**src/rtl/fifo_ctrl.sv**
```systemverilog
// FIFO controller for an external dual-port RAM with a 1-cycle registered read port.
// A 2-entry skid buffer provides first-word-fall-through output. Define FIFO_ERR_FLAGS_EN for sticky overflow/underflow flags.
module fifo_ctrl #(
  parameter int unsigned DEPTH = 16,
  parameter int unsigned WIDTH = 8,
  parameter int unsigned AW    = $clog2(DEPTH)
) (
  input  logic             clk,
  input  logic             rst_n,
  input  logic             push,
  input  logic [WIDTH-1:0] in_data,
  output logic             full,
  output logic             out_valid,
  input  logic             out_ready,
  output logic [WIDTH-1:0] out_data,
  output logic [AW+1:0]    count,
  output logic             ram_wen,
  output logic [AW-1:0]    ram_waddr,
  output logic [WIDTH-1:0] ram_wdata,
  output logic             ram_ren,
  output logic [AW-1:0]    ram_raddr,
  input  logic [WIDTH-1:0] ram_rdata
`ifdef FIFO_ERR_FLAGS_EN
  ,
  input  logic             err_clr,
  output logic             ovf_err,
  output logic             unf_err
`endif
);

  logic [AW:0]      wptr_q, wptr_d, rptr_q, rptr_d, ram_used;
  logic             inflight_q;
  logic [1:0]       buf_cnt_q, buf_cnt_d;
  logic [WIDTH-1:0] buf0_q, buf0_d, buf1_q, buf1_d;
  logic [AW+1:0]    count_q, count_d;
  logic [2:0]       occ;
  logic             pop;

  assign ram_used  = wptr_q - rptr_q;
  assign full      = (ram_used == (AW+1)'(DEPTH));
  assign out_valid = (buf_cnt_q != 2'd0);
  assign out_data  = buf0_q;
  assign count     = count_q;
  assign pop       = out_valid & out_ready;

  assign ram_wen   = push & ~full;
  assign ram_waddr = wptr_q[AW-1:0];
  assign ram_wdata = in_data;

  // Prefetch whenever the buffer plus the in-flight read would still leave room after this cycle's pop.
  assign occ       = {1'b0, buf_cnt_q} + {2'b00, inflight_q};
  assign ram_ren   = (ram_used != '0) & (occ < (3'd2 + {2'b00, pop}));
  assign ram_raddr = rptr_q[AW-1:0];

  always_comb begin
    wptr_d    = wptr_q + (AW+1)'(ram_wen);
    rptr_d    = rptr_q + (AW+1)'(ram_ren);
    buf0_d    = buf0_q;
    buf1_d    = buf1_q;
    buf_cnt_d = buf_cnt_q;
    // Shift on pop first, then append the returning word behind whatever remains.
    if (pop) begin
      buf_cnt_d = buf_cnt_q - 2'd1;
      if (buf_cnt_q == 2'd2) buf0_d = buf1_q;
    end
    if (inflight_q) begin
      if (buf_cnt_d == 2'd0) buf0_d = ram_rdata;
      else                   buf1_d = ram_rdata;
      buf_cnt_d = buf_cnt_d + 2'd1;
    end
    count_d = {1'b0, wptr_d - rptr_d} + (AW+2)'(ram_ren) + (AW+2)'(buf_cnt_d);
  end

  always_ff @(posedge clk or negedge rst_n) begin
    if (!rst_n) begin
      wptr_q     <= '0;
      rptr_q     <= '0;
      inflight_q <= 1'b0;
      buf_cnt_q  <= '0;
      buf0_q     <= '0;
      buf1_q     <= '0;
      count_q    <= '0;
    end else begin
      wptr_q     <= wptr_d;
      rptr_q     <= rptr_d;
      inflight_q <= ram_ren;
      buf_cnt_q  <= buf_cnt_d;
      buf0_q     <= buf0_d;
      buf1_q     <= buf1_d;
      count_q    <= count_d;
    end
  end

`ifdef FIFO_ERR_FLAGS_EN
  logic ovf_q, unf_q;

  always_ff @(posedge clk or negedge rst_n) begin
    if (!rst_n) begin
      ovf_q <= 1'b0;
      unf_q <= 1'b0;
    end else if (err_clr) begin
      ovf_q <= 1'b0;
      unf_q <= 1'b0;
    end else begin
      if (push & full)            ovf_q <= 1'b1;
      if (out_ready & ~out_valid) unf_q <= 1'b1;
    end
  end

  assign ovf_err = ovf_q;
  assign unf_err = unf_q;
`endif

endmodule

```
**config.mk**
```make
export PLATFORM = sky130hd
export DESIGN_NAME = fifo_ctrl
export DESIGN_NICKNAME = d
export VERILOG_FILES = /design/src/rtl/fifo_ctrl.sv
export SDC_FILE = /design/constraint.sdc
export NUM_CORES = 1
export LEC_CHECK = 0
export ABC_AREA = 1
export BUFFER_PORTS_ARGS = -buffer_cell sky130_fd_sc_hd__buf_2
export CORE_MARGIN = 2
export CORE_UTILIZATION = 50
export CTS_CLUSTER_DIAMETER = 120
export DETAILED_ROUTE_END_ITERATION = 10
export PLACE_DENSITY_LB_ADDON = 0.2
export SYNTH_ARGS = -nofsm -noshare
export SYNTH_HDL_FRONTEND = slang
export SYNTH_SLANG_ARGS = --single-unit
```
**constraint.sdc**
```tcl
create_clock -name clk -period 5.18 [get_ports clk]
set_input_delay 0.777 -clock clk [delete_from_list [all_inputs] [get_ports clk]]
set_output_delay 0.777 -clock clk [all_outputs]
set_load 0.03 [all_outputs]
```
# Word-level counts from Yosys, hierarchy flattened
# Cells that the tools add are included.
[word_totals]
ff_bits = 35
[op_classes]
n_reduce_logical = 4
add_sub_neg = 10
n_eq_ne = 2
muxes = 6
magnitude_cmp = 1
bitwise = 5
[op_table]
columns = ["cell", "count"]
rows = [
  ["$mux W8", 4],
  ["$add A5 B1 Y5", 2],
  ["$sub A5 B5 Y5", 2],
  ["$add A5 B1 Y6", 1],
  ["$add A6 B2 Y6", 1],
  ["$eq A5 B5 Y1 const B", 1],
  ["$reduce_bool A5 Y1", 1],
  ["$mux W2", 2],
  ["$add A2 B1 Y3", 1],
  ["$add A2 B1 Y3 const A", 1],
  ["$and A1 B1 Y1", 3],
  ["$lt A3 B3 Y1", 1],
  ["$add A2 B1 Y2 const B", 1],
  ["$eq A2 B2 Y1 const B", 1],
  ["$logic_not A2 Y1", 1],
  ["$not A1 Y1", 2],
  ["$reduce_and A2 Y1", 1],
  ["$reduce_bool A2 Y1", 1],
  ["$sub A2 B1 Y2 const B", 1],
]

# Logic depth before layout (Yosys ltp)
# Gate-level depths: netlist of run 1.
[logic_depth]
word_depth = 9
mapped_depth = 22
depth_no_buf = 22

# Worst setup path before layout of run 1
# No wires, ideal clock.
[synth_path]
path_type = "register to register"
from = "reg rptr_q[2]"
to = "reg count_q[4], in the netlist count[4]"
synth_period_minus_slack_ns = 3.848
n_path_buf = 0
setup_slack_ns = 1.332
t_arrival_ns = 3.731
path_stages_with_launch = 19
path_cell_list = "dfrtp_1 > inv_1 > ha_1 > a21oi_1 > nand2_1 > nand2_1 > nand2_1 > nand2_1 > nand2_1 > a21oi_1 > ha_1 > ha_1 > fa_1 > inv_1 > fa_1 > nand2_1 > nor2_1 > nand3_1 > nand2_1"
[synth_between]
elab_cells_between_ends = 11
cone_classes = "6 x add/sub; 1 x eq/ne; 3 x bitwise; 1 x reduce/logical"
[synth_rtl]
columns = ["element", "line_no", "source"]
rows = [
  ["from (decl)", "31", "logic [AW:0] wptr_q, wptr_d, rptr_q, rptr_d, ram_used;"],
  ["from (signal assigned)", "85", "rptr_q <= rptr_d;"],
  ["$sub A5 B5 Y5", "39", "assign ram_used = wptr_q - rptr_q;"],
  ["$reduce_bool A5 Y1", "52", "assign ram_ren = (ram_used != '0) & (occ < (3'd2 + {2'b00, pop}));"],
  ["$and A1 B1 Y1", "52", ""],
  ["net ram_ren", "20", "output logic ram_ren,"],
  ["$add A5 B1 Y5", "57", "rptr_d = rptr_q + (AW+1)'(ram_ren);"],
  ["net rptr_d[1]", "31", ""],
  ["$sub A5 B5 Y5", "71", "count_d = {1'b0, wptr_d - rptr_d} + (AW+2)'(ram_ren) + (AW+2)'(buf_cnt_d);"],
  ["$add A5 B1 Y6", "71", ""],
  ["$add A6 B2 Y6", "71", ""],
  ["net count_d[4]", "35", "logic [AW+1:0] count_q, count_d;"],
  ["to (signal assigned)", "90", "count_q <= count_d;"],
  ["to (decl)", "35", ""],
]
# The timed path passes the listed nets, and every way through them passes these cells.
# A chain may end at the register's enable or synchronous reset.

# Worst setup path after layout of run 1
[layout_path]
from = "reg rptr_q[2]"
to = "reg count_q[5], in the netlist count[5]"
[layout_between]
elab_cells_between_ends = 11
cone_classes = "6 x add/sub; 1 x eq/ne; 3 x bitwise; 1 x reduce/logical"
[layout_rtl]
columns = ["element", "line_no"]
rows = [
  ["$sub A5 B5 Y5", "39"],
  ["$reduce_bool A5 Y1", "52"],
  ["$and A1 B1 Y1", "52"],
  ["$add A5 B1 Y5 *", "57"],
  ["net rptr_d[2]", "31"],
  ["$sub A5 B5 Y5 *", "71"],
  ["$add A5 B1 Y6 *", "71"],
  ["$add A6 B2 Y6 *", "71"],
  ["net count_d[5]", "35"],
]
# The timed path passes the listed nets; every way through them passes the cells marked *.

==> out/metrics.yaml, run 1 <==
h-tree-depth: 2
clock_skew_ns: 0.00462
drt-total-wl_mm: 3.98
avgSynthCellArea_sq_um: 8.62
cts_buffer_depth: 2
viasPerCell: 4.84
crit_arrival_ns: 3.94
yosys_register_bits: 35
pre_cts_ws_ns: 1.47
die_w_microns: 69.4
overflow: 0
timing.final.ws_setup_ns: 1.45
clkTransAtPathRegs_ns: 0.07
grt_max_degree: 36
io_pins: 54
final_area_sq_um: 2370
antenna_cells: 0
met3_usage_pct: 4.36
cts-root-buf: "clkbuf_8"
min_period_ns: 3.73
cts_tree: "done"
ctsHoldBuffers: 0
hpwl_mm: 2.92
ys.warnings.count: 0
clk_latency_ns: 0.28
synth_area_sq_um: 2140
dieArea_sq_um: 4810
die_y_microns: 69.4
use_met2_pct: 27.9
drive_gt1_share_pct: 18.9
grt_pass1_vias: 1560
areaGrowthSynthToFinish_pct: 10.8
start_util_pct: 52.7
cap_viol_max_count: 0
grt_pass1_wl_mm: 7.17
synthCells: 248
fill_cells: 372
ctsResizeCount: 0
setup_viol: 0
crit_path_end_kind: "flop"
grt-busiest-layer: "met2"
portBuffers: 37
core_region_area_sq_um: 4060
setup_tns_ns: 0
ant_nets: 0
path_max_fanout: 7
placed_area_sq_um: 2250
critPathRequiredTime_ns: 5.39
critical_path.most_common_cell: "nand2_1"
cts_sinks: 35
synth_area_leaders: "dfrtp_1 (41%), ha_1 (11%), inv_1 (7.9%), nand2_1 (7.9%), buf_4 (5.6%)"
drt_pass1_iterations: 4
wl_per_cell_microns: 12.2
rsz0062_at_grt: "false"
yosys.area.top_type: "dfrtp_1"
finalCritPeriodShare_pct: 72.0
finalHoldViolCount: 0
nets: 315
worst_path_largest_cell_delay_ns: 0.47
worst_pin_slew_ns: 0.769
slew_headroom_pct: 48.7
grt_use_met1_pct: 26.1
synth_nets: 289
place.gp.congestion: 0.818
most-common-layout-cells: "inv_1 (45), nand2_1 (45), buf_2 (37)"
crit_type: "reg2reg"
critPathLaunchType: "flop"
drv_slew: 0
max_freq_mhz: 268
cp_cell_sequence: "inv_1, ha_1, a21oi_1, nand2_1, nand2_1, nand2_1, nand2_1, nand2_1, a21oi_1, ha_1, ha_1, xor2_1, inv_1, ha_1, xnor2_2, nand3_1, nand2_1, nand3_1, a21oi_2"
cts_buffers: 5
postCtsSetupRepairBufs: 0
ys_types: 25
outcome: "finished, final reports clean"
drt_iter0_drc: 70
dr_total_vias: 1572
groute.usage.overall_pct: 18.6
slowest_stage: "dfrtp_1"
synth_top_area_share_pct: 41.0
num_rows: 23
final_core_util_pct: 58.3
drc: 0
antenna_found_initial: 0
seq_area_frac_synth_pct: 41.0
min_path_type: "reg2reg"
[synthesized netlist by cell type]
cell type	number
buf_4	16
nand2_1	45
nand3_1	21
a21oi_1	16
dfrtp_1	35
nand4_1	4
fa_1	3
a21boi_1	1
xor2_1	6
nor2_1	2
o21ai_0	20
nor3_1	1
buf_6	1
nor2_4	1
o31ai_1	1
nand2_2	2
xnor2_2	1
a21oi_2	1
clkbuf_1	1
nand2_4	1
o21bai_1	1
xnor2_1	4
nand3_2	1
inv_1	45
ha_1	18
[worst max-delay path, delay by kind of cell (launching register included)]
kind            cells  cell delay (ns)
fa+ha+maj           4             1.17
simple gates        8             0.71
compound gates      3             0.61
xor+xnor            2             0.53
flops               1             0.47
buf+inv             2             0.15
[stage by stage]
| stage | hold WS [ns] | instances |
|---|---|---|
| floorplan | 0.448 | 248 |
| global placement | 0.465 | 317 |
| detailed placement | 0.472 | 317 |
| CTS | 0.490 | 325 |
| global route | 0.515 | 325 |
| finish | 0.485 | 325 |
[sequential cells by signal (all words and copies together) (netlist names)]
signal and count:
buf1_q 8, buf_cnt_q 2, count 6, inflight_q 1, out_data 8, rptr_q 5
wptr_q 5
[cell families (layout without fill, tap and decap cells)]
family	Yosys count	after routing	synth area share (%)
buffers and inverters	63	90	14.2
adder cells (fa/ha/maj)	21	21	13.3
XOR/XNOR	11	11	4.86
flip-flops	35	35	41.0
AND/OR/NAND/NOR	78	78	16.7
AO/OA/AOI/OAI	40	40	9.90
[metal layers]
layer | vias up | part of all wire, %
met1 | 706 | 50
li1 | 835 | -
met4 | 0 | 1.6
met2 | 24 | 44
met3 | 7 | 3.7
met5 | - | 0
[cell type report]
cell class / instances / area, sq um / share of cell area [%]
clock buffers: 6 / 82.6 / 3.49
flip-flops and latches: 35 / 876 / 37.0
repair buffers: 37 / 185 / 7.82
well taps: 50 / 62.6 / 2.64
multi-input cells: 150 / 957 / 40.4
clock inverters: 2 / 35.0 / 1.48
inverters: 45 / 169 / 7.14
[path summary, 6_finish.rpt]
check,from,to,slack [ns],cells after the start
max,rptr_q[2],count[5],1.45,19
min,buf1_q[1],buf1_q[1],0.49,2
max reg2reg,rptr_q[2],count[5],1.45,19
min reg2reg,buf1_q[1],buf1_q[1],0.49,2
max in group asynchronous,rst_n,rptr_q[0],4.12,1
min in group asynchronous,rst_n,wptr_q[2],0.56,1
Power of run 1 is left out: the tool's default activity adds up to more than one toggle a clock period on the data nets, which glitch-free logic cannot reach.
==> run 2, diff against run 1 <==
- CORE_UTILIZATION: 50 -> 48
- clock period: 5.18 -> 3.3 ns (I/O delays scaled with it)
==> run 2 against run 1 <==
Clock-buffer cell count unchanged. Worst setup slack lost 1.3 ns. Sequential share of layout area down 3.3 points. First-iteration DRC count rose by 63%. Register-to-register slack lost 1.3 ns.
==> out/metrics.yaml, run 2 (synthesis results as in run 1) <==
outcome: "finished, final reports clean"  # unchanged
dieArea_sq_um: 5000  # was 4810 sq um
wl_per_cell_microns: 12.7  # was 12.2 microns
nets: 326  # was 315
cts_sinks: 35  # unchanged
worst_pin_slew_ns: 0.790  # was 0.769 ns
path_max_fanout: 4  # was 7
drt_pass1_iterations: 4  # unchanged
setup_viol: 0  # unchanged
cts-root-buf: "clkbuf_8"  # unchanged
viasPerCell: 4.95  # was 4.84
antenna_cells: 0  # unchanged
ctsHoldBuffers: 0  # unchanged
stdcell_count: 337  # was 325
cp_num_cells: 17  # was 19
drt_iter0_drc: 114  # was 70
dp_cells: 327  # was 317
antenna_found_initial: 0  # unchanged
cp_cell_sequence: "inv_2, ha_4, a21oi_4, nand3_2, nand2_2, nor2_4, buf_4, a21oi_4, ha_4, ha_4, fa_1, inv_1, fa_2, nand2_1, nor2_1, nand3_1, nand2_1"  # was inv_1, ha_1, a21oi_1, nand2_1, nand2_1, nand2_1, nand2_1, nand2_1, a21oi_1, ha_1, ha_1, xor2_1, inv_1, ha_1, xnor2_2, nand3_1, nand2_1, nand3_1, a21oi_2
critPathRequiredTime_ns: 3.47  # was 5.39 ns
cp_num_buf_inv: 3  # was 2
grt_pass1_vias: 1689  # was 1560
die_w_microns: 70.7  # was 69.4 microns
r2r-start: "rptr_q[2]"  # unchanged
io_pins: 54  # unchanged
place.gp.congestion: 0.771  # was 0.818
min_path_type: "in2async"  # was reg2reg
crit_type: "reg2reg"  # unchanged
min_period_ns: 3.13  # was 3.73 ns
r2r_setup_slack_ns: 0.17  # was 1.45 ns
ant_nets: 0  # unchanged
die_y_microns: 70.7  # was 69.4 microns
critical_path.most_common_cell: "ha_4"  # was nand2_1
cap_viol_max_count: 0  # unchanged
max_freq_mhz: 319  # was 268 MHz
r2r_end: "count[4]"  # was count[5]
timing.final.ws_setup_ns: 0.166  # was 1.45 ns
path_delay_family: "adder cells"  # unchanged
clkTransAtPathRegs_ns: 0.07  # about the same
dr_total_vias: 1668  # was 1572
slew_headroom_pct: 47.4  # was 48.7%
slowest_stage: "fa_1"  # was dfrtp_1
h-tree-depth: 2  # unchanged
critPathLaunchType: "flop"  # unchanged
crit_arrival_ns: 3.31  # was 3.94 ns
clock_skew_ns: 0.00309  # was 0.00462 ns
critPathCapture: "count[4]"  # was count[5]
worstSetupStartpoint: "rptr_q[2]"  # unchanged
portBuffers: 37  # unchanged
areaGrowthSynthToFinish_pct: 21.8  # was 10.8%
hpwl_mm: 3.17  # was 2.92 mm
drive_gt1_share_pct: 32.6  # was 18.9%
finalCritPeriodShare_pct: 95.0  # was 72.0%
final_common_cell: "inv_1"
reg2reg_depth: 17  # was 19
num_rows: 24  # was 23
cts_buffers: 5  # unchanged
groute.usage.overall_pct: 18.0  # was 18.6%
overflow: 0  # unchanged
drc: 0  # unchanged
clk_latency_ns: 0.28  # about the same
most-common-layout-cells: "inv_1 (42), nand2_1 (39), buf_2 (37)"  # was inv_1 (45), nand2_1 (45), buf_2 (37)
pre_cts_ws_ns: 0.0240  # was 1.47 ns
start_util_pct: 49.4  # was 52.7%
crit_path_end_kind: "flop"  # unchanged
grt_max_degree: 36  # unchanged
drv_slew: 0  # unchanged
cts_tree: "done"  # unchanged
worst_path_largest_cell_delay_ns: 0.54  # was 0.47 ns
setup_tns_ns: 0  # unchanged
drt-total-wl_mm: 4.27  # was 3.98 mm
finalHoldViolCount: 0  # unchanged
core_region_area_sq_um: 4320  # was 4060 sq um
grt_pass1_wl_mm: 7.15  # was 7.17 mm
cts_buffer_depth: 2  # unchanged
-- run 2: cell count changes in the layout (fill, tap and decap cells not counted), moves of 5 or more --
| cell | change |
|---|---|
| ha_4 | +6 |
| a21oi_1 | -5 |
| buf_4 | +11 |
| nand2_2 | +5 |
| nand2_1 | -6 |
| ha_1 | -8 |
-- run 2: per-layer routing --
layer | up-vias | global-route usage [%] | share of wire, %
met1 | 782 | 22.3 | 46
met3 | 4 | 4.70 | 4.1
met4 | 0 | 5.45 | 0.84
li1 | 852 | - | -
met5 | - | 0 | 0
met2 | 30 | 30.7 | 49
-- run 2: how the worst min path moves through the flow --
stage | endpoint | cells after the start | from | slack [ns]
after floorplan | buf1_q[0] | 0 | rst_n | 0.20
after global placement | buf1_q[1] | 2 | buf1_q[1] | 0.47
after detailed placement | buf1_q[7] | 2 | buf1_q[7] | 0.48
after CTS | wptr_q[0] | 1 | rst_n | 0.33
after global routing | out_data[2] | 1 | rst_n | 0.35
final | buf1_q[2] | 1 | rst_n | 0.29
-- run 2: cell type report --
cell class | instances | area [sq um]
fillers | 398 | 1720
multi-input cells | 150 | 1140
flip-flops and latches | 35 | 877
repair buffers | 48 | 268
inverters | 45 | 169
clock buffers | 6 | 82.6
well taps | 52 | 65.1
clock inverters | 1 | 5.00
-- run 2: worst register-to-register path, stage by stage, from the launching register on --
cell and delay (ns):
dfrtp_1 0.38, inv_2 0.07, ha_4 0.22, a21oi_4 0.21, nand3_2 0.10, nand2_2 0.09, nor2_4 0.04, buf_4 0.14
a21oi_4 0.18, ha_4 0.18, ha_4 0.20, fa_1 0.54, inv_1 0.07, fa_2 0.36, nand2_1 0.08, nor2_1 0.04
nand3_1 0.07, nand2_1 0.05
-- run 2: stage by stage --
step	hold slack [ns]	instance area, sq um	util (%)
CTS	0.330	2460	56.9
floorplan	0.199	2200	-
detailed placement	0.477	2370	54.9
finish	0.294	2600	60.2
global placement	0.467	2370	54.9
global route	0.349	2600	60.2
-- run 2: timing repair --
| action | 4_1_cts | 5_1_grt |
|---|---|---|
| buffers inserted | 0 | 3 |
| resized for setup | 0 | 27 |
| setup endpoints to repair | 0 | 5 |
Power of run 2 is left out for the same reason.
